==> config.mk <==
export PLATFORM = sky130hd
export DESIGN_NAME = ps2_kbd_ctrl
export DESIGN_NICKNAME = d
export VERILOG_FILES = /design/src/rtl/ps2_kbd_ctrl_pkg.sv /design/src/rtl/ps2_fifo.sv /design/src/rtl/ps2_kbd_ctrl.sv
export SDC_FILE = /design/constraint.sdc
export NUM_CORES = 1
export LEC_CHECK = 0
export ABC_CLOCK_PERIOD_IN_PS = 4600
export CAP_MARGIN = 0
export CORE_AREA = 10 10 199 201
export CTS_CLUSTER_DIAMETER = 60
export DETAILED_ROUTE_END_ITERATION = 7
export DIE_AREA = 0 0 209 211
export GPL_TIMING_DRIVEN = 0
export PLACE_DENSITY = 0.77
export SLEW_MARGIN = 20
export SYNTH_ARGS = -nofsm -noshare
export SYNTH_HDL_FRONTEND = slang
export SYNTH_SLANG_ARGS = --single-unit
==> constraint.sdc <==
create_clock -name clk -period 4.6 [get_ports clk]
set_input_delay 1.38 -clock clk [delete_from_list [all_inputs] [get_ports clk]]
set_output_delay 1.38 -clock clk [all_outputs]
set_load 0.02 [all_outputs]
==> src/rtl/ps2_kbd_ctrl_pkg.sv <==
// Shared register map, control/status bit positions and threshold helper
// for the PS/2 keyboard controller.
package ps2_kbd_ctrl_pkg;

  localparam logic [2:0] PS2C_DATA   = 3'd0;
  localparam logic [2:0] PS2C_STATUS = 3'd1;
  localparam logic [2:0] PS2C_CTRL   = 3'd2;
  localparam logic [2:0] PS2C_THRESH = 3'd3;

  localparam int CTRL_IRQ_EN  = 0;
  localparam int CTRL_FLUSH   = 1;
  localparam int CTRL_OVF_CLR = 2;

  localparam int STAT_NEMPTY  = 0;
  localparam int STAT_FULL    = 1;
  localparam int STAT_OVF     = 2;
  localparam int STAT_CNT_LSB = 8;

  // A programmed threshold of zero behaves like one.
  function automatic logic [7:0] thresh_eff(input logic [7:0] t);
    return (t == 8'd0) ? 8'd1 : t;
  endfunction

endpackage

==> src/rtl/ps2_fifo.sv <==
// Keycode FIFO: push/pop/flush, head valid the cycle after a push.
// A push while full is only accepted if a pop frees the slot in the same cycle.
module ps2_fifo #(
  parameter int DEPTH_LOG2 = 4,
  parameter int W          = 32
) (
  input  logic                  clk,
  input  logic                  rst,
  input  logic                  push,
  input  logic                  pop,
  input  logic                  flush,
  input  logic [W-1:0]          din,
  output logic [W-1:0]          head,
  output logic [DEPTH_LOG2:0]   count,
  output logic [DEPTH_LOG2:0]   count_next,
  output logic                  full,
  output logic                  empty
);

  localparam int DEPTH = 1 << DEPTH_LOG2;
  localparam int CW    = DEPTH_LOG2 + 1;
  typedef logic [DEPTH_LOG2-1:0] ptr_t;

  logic [W-1:0] mem [DEPTH];
  ptr_t         rd_ptr, wr_ptr;
  logic         pop_eff, wr_en;

  assign empty   = (count == '0);
  assign full    = (count == CW'(DEPTH));
  assign pop_eff = pop & ~empty & ~flush;
  assign wr_en   = push & ~flush & (~full | pop_eff);
  assign head    = empty ? '0 : mem[rd_ptr];

  always_comb begin
    count_next = count;
    if (flush)
      count_next = '0;
    else if (wr_en & ~pop_eff)
      count_next = count + CW'(1);
    else if (~wr_en & pop_eff)
      count_next = count - CW'(1);
  end

  always_ff @(posedge clk or negedge rst) begin
    if (!rst) begin
      rd_ptr <= '0;
      wr_ptr <= '0;
      count  <= '0;
    end else begin
      count <= count_next;
      if (flush) begin
        rd_ptr <= '0;
        wr_ptr <= '0;
      end else begin
        if (wr_en)   wr_ptr <= wr_ptr + ptr_t'(1);
        if (pop_eff) rd_ptr <= rd_ptr + ptr_t'(1);
      end
    end
  end

  // Storage is deliberately left unreset; empty masks stale contents.
  always_ff @(posedge clk) begin
    if (wr_en) mem[wr_ptr] <= din;
  end

endmodule

==> src/rtl/ps2_kbd_ctrl.sv <==
// PS/2 keyboard MMIO controller: edge-detected keycodes queued in a FIFO,
// popped through a register window, with a threshold-based level interrupt.
module ps2_kbd_ctrl
  import ps2_kbd_ctrl_pkg::*;
#(
  parameter int DEPTH_LOG2 = 4,
  parameter int KW         = 32
) (
  input  logic          clk,
  input  logic          rst,
  input  logic [2:0]    a,
  input  logic [31:0]   d,
  input  logic          we,
  input  logic          re,
  output logic [31:0]   spo,
  output logic          irq,
  input  logic [KW-1:0] key_code,
  input  logic          key_new
);

  logic                key_new_q;
  logic                ovf, irq_en;
  logic [7:0]          thresh;
  logic                push, pop, flush, ovf_clr, ovf_set;
  logic [KW-1:0]       head;
  logic [DEPTH_LOG2:0] count, count_next;
  logic                full, empty;
  logic                unused_d;

  assign unused_d = &{1'b0, d[31:8]};

  assign push    = key_new & ~key_new_q;
  assign pop     = re & (a == PS2C_DATA);
  assign flush   = we & (a == PS2C_CTRL) & d[CTRL_FLUSH];
  assign ovf_clr = we & (a == PS2C_CTRL) & d[CTRL_OVF_CLR];
  // Dropped code: FIFO full, no pop freeing a slot, and no flush swallowing it.
  assign ovf_set = push & full & ~pop & ~flush;

  ps2_fifo #(.DEPTH_LOG2(DEPTH_LOG2), .W(KW)) u_fifo (
    .clk        (clk),
    .rst        (rst),
    .push       (push),
    .pop        (pop),
    .flush      (flush),
    .din        (key_code),
    .head       (head),
    .count      (count),
    .count_next (count_next),
    .full       (full),
    .empty      (empty)
  );

  always_ff @(posedge clk or negedge rst) begin
    if (!rst) begin
      key_new_q <= 1'b0;
      ovf       <= 1'b0;
      irq_en    <= 1'b0;
      thresh    <= 8'd1;
      irq       <= 1'b0;
    end else begin
      key_new_q <= key_new;
      if (ovf_set)      ovf <= 1'b1;
      else if (ovf_clr) ovf <= 1'b0;
      if (we && a == PS2C_CTRL)   irq_en <= d[CTRL_IRQ_EN];
      if (we && a == PS2C_THRESH) thresh <= d[7:0];
      irq <= irq_en & (8'(count_next) >= thresh_eff(thresh));
    end
  end

  always_comb begin
    spo = '0;
    case (a)
      PS2C_DATA:   spo = 32'(head);
      PS2C_STATUS: begin
        spo[STAT_NEMPTY]               = ~empty;
        spo[STAT_FULL]                 = full;
        spo[STAT_OVF]                  = ovf;
        spo[STAT_CNT_LSB +: 8]         = 8'(count);
      end
      PS2C_CTRL:   spo[CTRL_IRQ_EN] = irq_en;
      PS2C_THRESH: spo[7:0] = thresh;
      default:     spo = '0;
    endcase
  end

endmodule

-- Word-level counts from Yosys, hierarchy flattened
Memories as Yosys holds them, arrays and structs flattened.
Index checks and enable logic that the tools add are counted.
- bitwise gates (word level): 23
- reduce and logical (&&, ||, !) cells: 8
- eq/ne operators: 4
- add/sub/neg operators: 4
- muxes and demuxes: 18
- magnitude comparators: 1
- operators by type and width (cell ; number):
    $mux 32 ; 1
    $mux 16 ; 1
    $mux 4 ; 4
    $pmux 8 s2 ; 1
    $and 1x1->1 ; 15
    $mux 5 ; 3
    $pmux 5 s2 ; 1
    $add 4x1->4 const B ; 2
    $ge 5x8->1 ; 1
    $logic_not 8->1 ; 1
    $mux 8 ; 1
    $not 1->1 ; 7
    $eq 3x2->1 const B ; 2
    $pmux 2 s3 ; 1
    $reduce_bool 2->1 ; 3
    $add 5x1->5 const B ; 1
    $eq 5x5->1 const B ; 1
    $logic_not 5->1 ; 1
    $sub 5x1->5 const B ; 1
    $mux 1 ; 4
    $pmux 1 s4 ; 1
    $eq 3x1->1 const B ; 1
    $logic_not 3->1 ; 1
    $logic_and 1x1->1 ; 2
    $or 1x1->1 ; 1
- flip-flop bits (word level): 25
- bits in writable memories: 512
- memories kept: 1
- bits of input ports: 72
- memories (name ; depth ; width ; rd ports ; clocked after Yosys merged registers in ; wr ports ; line ; text):
    u_fifo.mem ; 16 ; 32 ; 1 ; 0 ; 1 ; ps2_fifo.sv:24 ; logic [W-1:0] mem [DEPTH];

-- Longest topological paths before layout
Gate-level depths: netlist of the first run.
- word-level depth: 14
- gate-level depth with buffers: 13
- depth with buffers taken out: 13

-- Modules after synthesis
From an unflattened synthesis of the first run, not the netlist that was laid out.
- cells, all modules: 1032
- area, all modules: 21316.7 um^2
- modules (own cells, without submodules) (module ; times used ; cells each ; area an instance (um^2)):
    ps2_fifo ; 1 ; 925 ; 20278.2
    ps2_kbd_ctrl ; 1 ; 107 ; 1038.5

-- Worst setup path before layout of the first run
No wires, ideal clock.
- path type: in2reg
- from: in a[2]
- to: mem u_fifo.mem[4][0], enable pin
- library setup time: 461 ps
- stages on the path: 4
- setup slack: -536 ps
- arrival: 4675 ps
- data required time: 4139 ps
- cells stage by stage: or4b_4 a221oi_4 nand2_1 nor3_1
- longest elaborated chain between the ends: 9
- elaborated cells between the ends (all ways): 13
- those cells by class: 1 x eq/ne; 2 x mux; 9 x bitwise; 1 x reduce/logical
- ends and longest elaborated chain (what ; line ; text):
    start: declaration ; ps2_kbd_ctrl.sv:11 ; input logic [2:0] a,
    $eq 3x2->1 ; ps2_kbd_ctrl.sv:34 ; assign flush = we & (a == PS2C_CTRL) & d[CTRL_FLUSH];
    $and 1x1->1 (2 in a row) ; ps2_kbd_ctrl.sv:34 ;
    $not 1->1 ; ps2_fifo.sv:30, ps2_fifo.sv:31 ;
    $and 1x1->1 ; ps2_fifo.sv:30 ; assign pop_eff = pop & ~empty & ~flush;
    $or 1x1->1 ; ps2_fifo.sv:31 ; assign wr_en = push & ~flush & (~full | pop_eff);
    $and 1x1->1 (*) ; ps2_fifo.sv:31 ;
    $mux 1 (*) ; ps2_fifo.sv:63 ; if (wr_en) mem[wr_ptr] <= din;
    $mux 1 (implied by the code) (*) ; ps2_fifo.sv:63 ;
    end: declaration ; ps2_fifo.sv:24 ;
Every way passes the cells marked *; elsewhere a longest branch is shown, timed or not.

-- Worst setup path in the final report of the first run
- from: in a[0]
- to: out spo[25]
- longest elaborated chain between the ends: 2
- ends and longest elaborated chain (what ; line ; text):
    $logic_not 3->1 ; ps2_kbd_ctrl.sv:72 ; case (a)
    $mux 16 ; ps2_kbd_ctrl.sv:72 ;
    end: declaration ; ps2_kbd_ctrl.sv:15 ; output logic [31:0] spo,
Every way passes these cells.

==> results.yml, run 1 <==
drt:
  viasPerCell: 6.45
  firstDrtPassIters: 5
  routed_wl_um: 48700
  drc_errors: 0
  routedWlPerCell_um: 29.1
  drtIter0Drc: 1148
  ant_nets: 0
  vias: 10800
yosys:
  syn-mean-instance-area_sq_um: 21.4
  synth_ff_type: "edfxtp_1"
  synth_top_area_share_pct: 73.0
  seq_area_frac_synth_pct: 76.0
  synth_seq_cells: 537
  netlist_instances: 985
  synth_fp_nets: 1070
  synth.distinct_cells: 49
  synth.area.top_cells: "edfxtp_1, mux4_2, dfrtp_1"
  synth-edff-count: 512
  synth_warnings: 0
  yosysTopAreaCell: "edfxtp_1"
  netlist_area_sq_mm: 0.0211
  async_reset_ff_share_pct: 4.66
critical_path:
  critPathLaunchType: "input port"
  arrival_ns: 3.19
  cp_max_fo: 10
  worstSetupPathType: "in2out"
  ff2ff_path_depth: 9
  rrSetupSlack_ns: 1.24
  r2r-end: "u_fifo.mem[7][29]"
  cp-end-kind: "output pin"
  crit_required_ns: 3.22
  r2r-start: "u_fifo.count[0]"
global_route:
  grt_max_degree: 26
  grt_pass1_vias: 11300
  overflow: 0
  grt_use_total_pct: 22.0
  antenna_found_initial: 1
  grt_pass1_wl_um: 72200
placed_design:
  dpl.hpwl_um: 31300
  routabilityCongestion: 0.813
  io_buffers: 80
timing:
  slew_viol_final: 0
  tns_ns: 0
  post-route-min-period_ns: 4.57
  fin_crit_sh_pct: 99.4
  hold_viol: 0
  slew_headroom_pct: 30.0
  tightestPinTransition_ns: 1.05
  rsz0062_at_grt: "false"
  hold_ws_ns: 0.491
  fin_skew_ns: 0.0178
  setup_violations: 0
  fmaxAchievable_mhz: 219
clock_network:
  clk_pin_slew_ns: 0.06
  htree_levels: 2
  cts_tree: "done"
  cts_made_buffers: 52
  worstSkewPairLatency_ns: 0.59
  cts.sinks: 537
  cts-root-buf: "clkbuf_16"
  ctsLongestPathBuffers: 3
  cts_hold_buffers: 0
die:
  initial_core_util_pct: 59.5
  row_count: 69
  core_area_sq_mm: 0.0354
  fp.dieW_um: 209
  die_area_sq_mm: 0.0441
  io_pins: 105
  die_h_um: 211
final_layout:
  num_antenna_cells: 0
  final_nets: 1253
  drive_above_1_share_pct: 29.5
  fillerInstances: 2116
  syn_to_final_growth_pct: 18.5
power:
  p_leak_nw: 8.13
  power-per-cell-area_mw_per_mm2: 535
  peakVddDrop_v: 0.000368
  total_power_w: 0.0133
min_path:
  holdPathStages: 2
  hold_path_class: "reg2reg"
  hold_end: "ovf"
  hold_path.startpoint: "ovf"
status:
  status: "finished clean"
job:
  cap_violations: 0
routing by layer:
metal / track usage, % / vias to the layer above / part of all wire, %
met2: 36.7 / 559 / 50
met3: 4.66 / 125 / 7.6
met5: 0 / - / 0.041
met4: 9.03 / 2 / 3.9
li1: - / 4475 / -
met1: 27.7 / 5631 / 38
state kept, by name (all words and copies together), names as in the netlist:
| signal | cells |
|---|---|
| u_fifo.mem | 512 |
| thresh | 8 |
| u_fifo.count | 5 |
| u_fifo.rd_ptr | 4 |
| u_fifo.wr_ptr | 4 |
| irq | 1 |
| irq_en | 1 |
| key_new_q | 1 |
| ovf | 1 |
worst max-delay path: stages:
cell and delay, ns:
buf_6 0.12, or3_4 0.41, or3_4 0.43, buf_4 0.22, buf_4 0.23, o22ai_1 0.20
buf_4 0.19
per-stage QoR:
step / area [sq um] / std cells / utilization [%] / setup WS (ns)
after floorplan: 21100 / 985 / - / -0.536
after global placement: 22400 / 1526 / 63.4 / -4.11
after detailed placement: 23100 / 1573 / 65.2 / -1.23
after CTS: 24900 / 1672 / 70.5 / 0.000690
after global routing: 25000 / 1672 / 70.5 / 0.000643
final: 25000 / 1672 / 70.5 / 0.0287
cell type report:
class | instances | area [sq um] | area share [%]
sequential | 537 | 16000 | 64.1
multi-input combinational | 380 | 4900 | 19.6
clock buffer | 58 | 1350 | 5.39
timing repair buffer | 129 | 1300 | 5.19
tap | 461 | 577 | 2.31
clock inverter | 39 | 495 | 1.99
buffer | 51 | 282 | 1.13
inverter | 17 | 63.8 | 0.256
timing repair:
action / 4_1_cts / 5_1_grt
cloned: 1 / 0
buffers inserted: 1 / 0
setup endpoints to repair: 32 / 24
endpoints found under the hold margin: 0 / 0
pin swaps: 4 / 4
resized for setup: 150 / 14
worst max path at each step:
stage,start,cells past startpoint,slack (ns),to
after floorplan,a[2],4,-0.54,u_fifo.mem[4][0]
after global placement,a[2],5,-4.11,u_fifo.mem[7][29]
after detailed placement,a[2],7,-1.23,spo[14]
after CTS,a[0],8,0.0007,spo[7]
after global routing,a[0],7,0.0006,spo[15]
final,a[0],7,0.03,spo[25]
cell usage in the layout (no fill, tap or decap), types with 14 or more instances in the layout:
cell / count
nand2_1: 28
clkdlybuf4s50_1: 45
clkbuf_1: 17
buf_6: 14
clkinv_1: 17
dfrtp_1: 24
buf_4: 43
mux4_2: 123
buf_2: 33
nor2_1: 16
mux2i_1: 55
inv_1: 17
o22ai_1: 15
a22oi_1: 14
edfxtp_1: 512
clkbuf_16: 53
power by group:
| group | switching [W] | internal [W] |
|---|---|---|
| sequential | 0.000117 | 0.00563 |
| clock | 0.00177 | 0.00278 |
| combinational | 0.00167 | 0.00138 |
logic make-up after synthesis:
group	synth area share, %
and+or+nand+nor	2.56
muxes	16.3
xor gates and xnor gates	0.374
buffers and inverters	1.43
adders and majority gates	0.773
DFF	76.0
AOI/OAI and AO/OA	2.57
cell usage after synthesis (3+ instances only):
cell type and number:
xnor2_1 5, o211ai_1 13, o22ai_1 20, nor2_1 22
ha_1 13, and2_1 6, mux4_2 123, buf_2 24
buf_4 4, dfrtp_1 24, buf_1 5, xor2_1 4
nand2b_1 3, nand3_1 4, a21oi_1 6, nand2_1 28
o31ai_1 4, nor3b_1 3, inv_1 17, mux2i_1 55
nor3_1 11, nor2b_1 5, a22oi_1 14, edfxtp_1 512
mux2_2 10, clkbuf_1 18
Power figures use the tool's default switching activity.
==> inputs of run 2 (changes only) <==
--- a/config.mk
+++ b/config.mk
@@ -11,8 +11,9 @@
 export CTS_CLUSTER_DIAMETER = 60
 export DETAILED_ROUTE_END_ITERATION = 7
 export DIE_AREA = 0 0 209 211
+export DONT_BUFFER_PORTS = 1
 export GPL_TIMING_DRIVEN = 0
-export PLACE_DENSITY = 0.77
+export PLACE_DENSITY = 0.73
 export SLEW_MARGIN = 20
 export SYNTH_ARGS = -nofsm -noshare
 export SYNTH_HDL_FRONTEND = slang
==> run 2 against run 1 <==
  * Via count is 4.7% lower
  * Largest cell class unchanged
  * Cell area down 3.9%
  * Largest power group unchanged
  * Highest routed layer is now met4
  * Power down 4.5%
  * Critical path depth decreased by 2
==> results.yml, run 2 (synthesis gave the netlist of run 1 again) <==
power:
  internal_power_w: 0.00931
  power-per-cell-area_mw_per_mm2: 532
  clkPwrFrac_pct: 32.4
  peakVddDrop_v: 0.000354
  pwr-share-seq_pct: 45.1
  comb_power_share_pct: 22.5
  p_switching_w: 0.00344
  total_power_w: 0.0128
  p_leak_nw: 7.61
  switching_share_pct: 27.0
die:
  io_pins: 105
  row_count: 69
  core_area_sq_mm: 0.0354
  die_area_sq_mm: 0.0441
  initial_core_util_pct: 59.5
  die_h_um: 211
  fp.dieW_um: 209
global_route:
  grt_max_degree: 26
  overflow: 0
  antenna_found_initial: 0
  grt_use_total_pct: 21.3
  grt_pass1_vias: 10500
  grt_pass1_wl_um: 69900
critical_path:
  r2r-end: "u_fifo.mem[11][29]"
  rrSetupSlack_ns: 1.13
  crit_chain: "or3_1 -> nor2_1 -> nand2_1 -> buf_4 -> o211ai_1"
  crit_path_top_delay_cell: "o211ai_1"
  cp-end-kind: "output pin"
  path_buf_inv: 1
  crit_start: "a[2]"
  crit_end: "spo[4]"
  crit_family: "simple AND/OR/NAND/NOR gates"
  arrival_ns: 3.16
  ff2ff_path_depth: 9
  r2r-start: "u_fifo.count[0]"
  crit_cells: 5
  critPathLaunchType: "input port"
  cp_max_fo: 10
  crit_required_ns: 3.22
  worstSetupPathType: "in2out"
  max_stage_delay_ns: 0.64
drt:
  routed_wl_um: 47100
  ant_nets: 0
  viasPerCell: 6.49
  vias: 10300
  drtIter0Drc: 1063
  firstDrtPassIters: 5
  drc_errors: 0
  routedWlPerCell_um: 29.7
final_layout:
  largest_register: "u_fifo.mem"
  multiInputGateArea_sq_mm: 0.00492
  register_area_sq_mm: 0.0160
  final_cell_mix: "edfxtp_1, mux4_2, mux2i_1"
  syn_to_final_growth_pct: 13.9
  final_nets: 1168
  drive_above_1_share_pct: 28.7
  top_regs: "u_fifo.mem x512, thresh x8, u_fifo.count x5"
  largest_reg_flops: 512
  num_antenna_cells: 0
  fillerInstances: 2253
  layout_commonest_cell: "edfxtp_1"
placed_design:
  dpl.hpwl_um: 30400
  place_ws_ns: -0.209
  routabilityCongestion: 0.806
  io_buffers: 0
timing:
  slew_headroom_pct: 26.9
  fin_crit_sh_pct: 98.7
  worst_slack_ns: 0.0582
  hold_ws_ns: 0.483
  setup_violations: 0
  hold_viol: 0
  fin_skew_ns: 0.0128
  tns_ns: 0
  post-route-min-period_ns: 4.54
  fmaxAchievable_mhz: 220
  rsz0062_at_grt: "false"
  slew_viol_final: 0
  tightestPinTransition_ns: 1.10
clock_network:
  cts-root-buf: "clkbuf_16"
  cts.sinks: 537
  htree_levels: 2
  clk_pin_slew_ns: 0.06
  worstSkewPairLatency_ns: 0.58
  cts_made_buffers: 51
  ctsLongestPathBuffers: 3
  cts_tree: "done"
  postCtsSetupBuffers: 0
min_path:
  hold_path_class: "reg2reg"
status:
  status: "finished clean"
job:
  cap_violations: 0
-- run 2: cell count changes in the layout (fill, tap and decap cells not counted), sizes merged --
| cell | change |
|---|---|
| bufinv | -7 |
| clkdlybuf4s50 | -45 |
| inv | -1 |
| clkinvlp | +2 |
| dlygate4sd2 | -6 |
| clkbuf | +6 |
| clkdlybuf4s15 | -5 |
| clkinv | -6 |
| buf | -25 |
-- run 2: how the worst min path moves through the flow --
stage / startpoint / cells after the start / slack [ns] / end
after floorplan: ovf / 2 / 0.44 / ovf
after global placement: ovf / 2 / 0.47 / ovf
after detailed placement: ovf / 2 / 0.48 / ovf
after CTS: rst / 0 / 0.48 / irq_en
after global routing: rst / 0 / 0.48 / u_fifo.wr_ptr[0]
final: ovf / 2 / 0.48 / ovf
-- run 2: area by class of cell --
cell class,instances,area share (%)
clock inverter,27,1.13
clock buffer,67,5.75
timing repair buffer,45,2.16
sequential,537,66.7
tap,461,2.40
buffer,51,1.08
multi-input combinational,380,20.5
inverter,17,0.266
-- run 2: worst reg2reg max path, cell delays in order (launching register included) --
cell	delay (ns)
dfrtp_1	0.46
inv_1	0.10
ha_1	0.24
and4bb_2	0.28
a221oi_4	0.46
nand2_1	0.27
nor3_2	0.64
buf_4	0.33
buf_4	0.23
buf_6	0.17
-- run 2: power by group through the flow --
stage	combinational [W]	sequential [W]	clock, W
finish	0.00287	0.00575	0.00413
global route	0.00308	0.00577	0.00439
CTS	0.00286	0.00574	0.00419
detailed placement	0.00283	0.00584	0
global placement	0.00270	0.00585	0
floorplan	0.00207	0.00581	0
-- run 2: metal layers --
layer	up-vias	global-route usage [%]	routed length (um)
met5	-	0	0
met4	0	5.90	1070
met3	77	6.02	4500
met2	456	34.3	23100
met1	5439	28.3	18400
li1	4313	-	-
-- run 2: repair_timing --
action,CTS,global route
pin swaps,2,3
gates cloned,0,0
endpoints found under the setup margin,20,24
gates resized for setup,6,25
hold buffers,0,0
-- run 2: per-stage QoR --
stage / util, % / cell area (sq um) / std cells
floorplan: - / 21100 / 985
global placement: 61.1 / 21600 / 1446
detailed placement: 62.8 / 22200 / 1491
CTS: 67.5 / 23900 / 1585
global route: 67.8 / 24000 / 1585
finish: 67.8 / 24000 / 1585
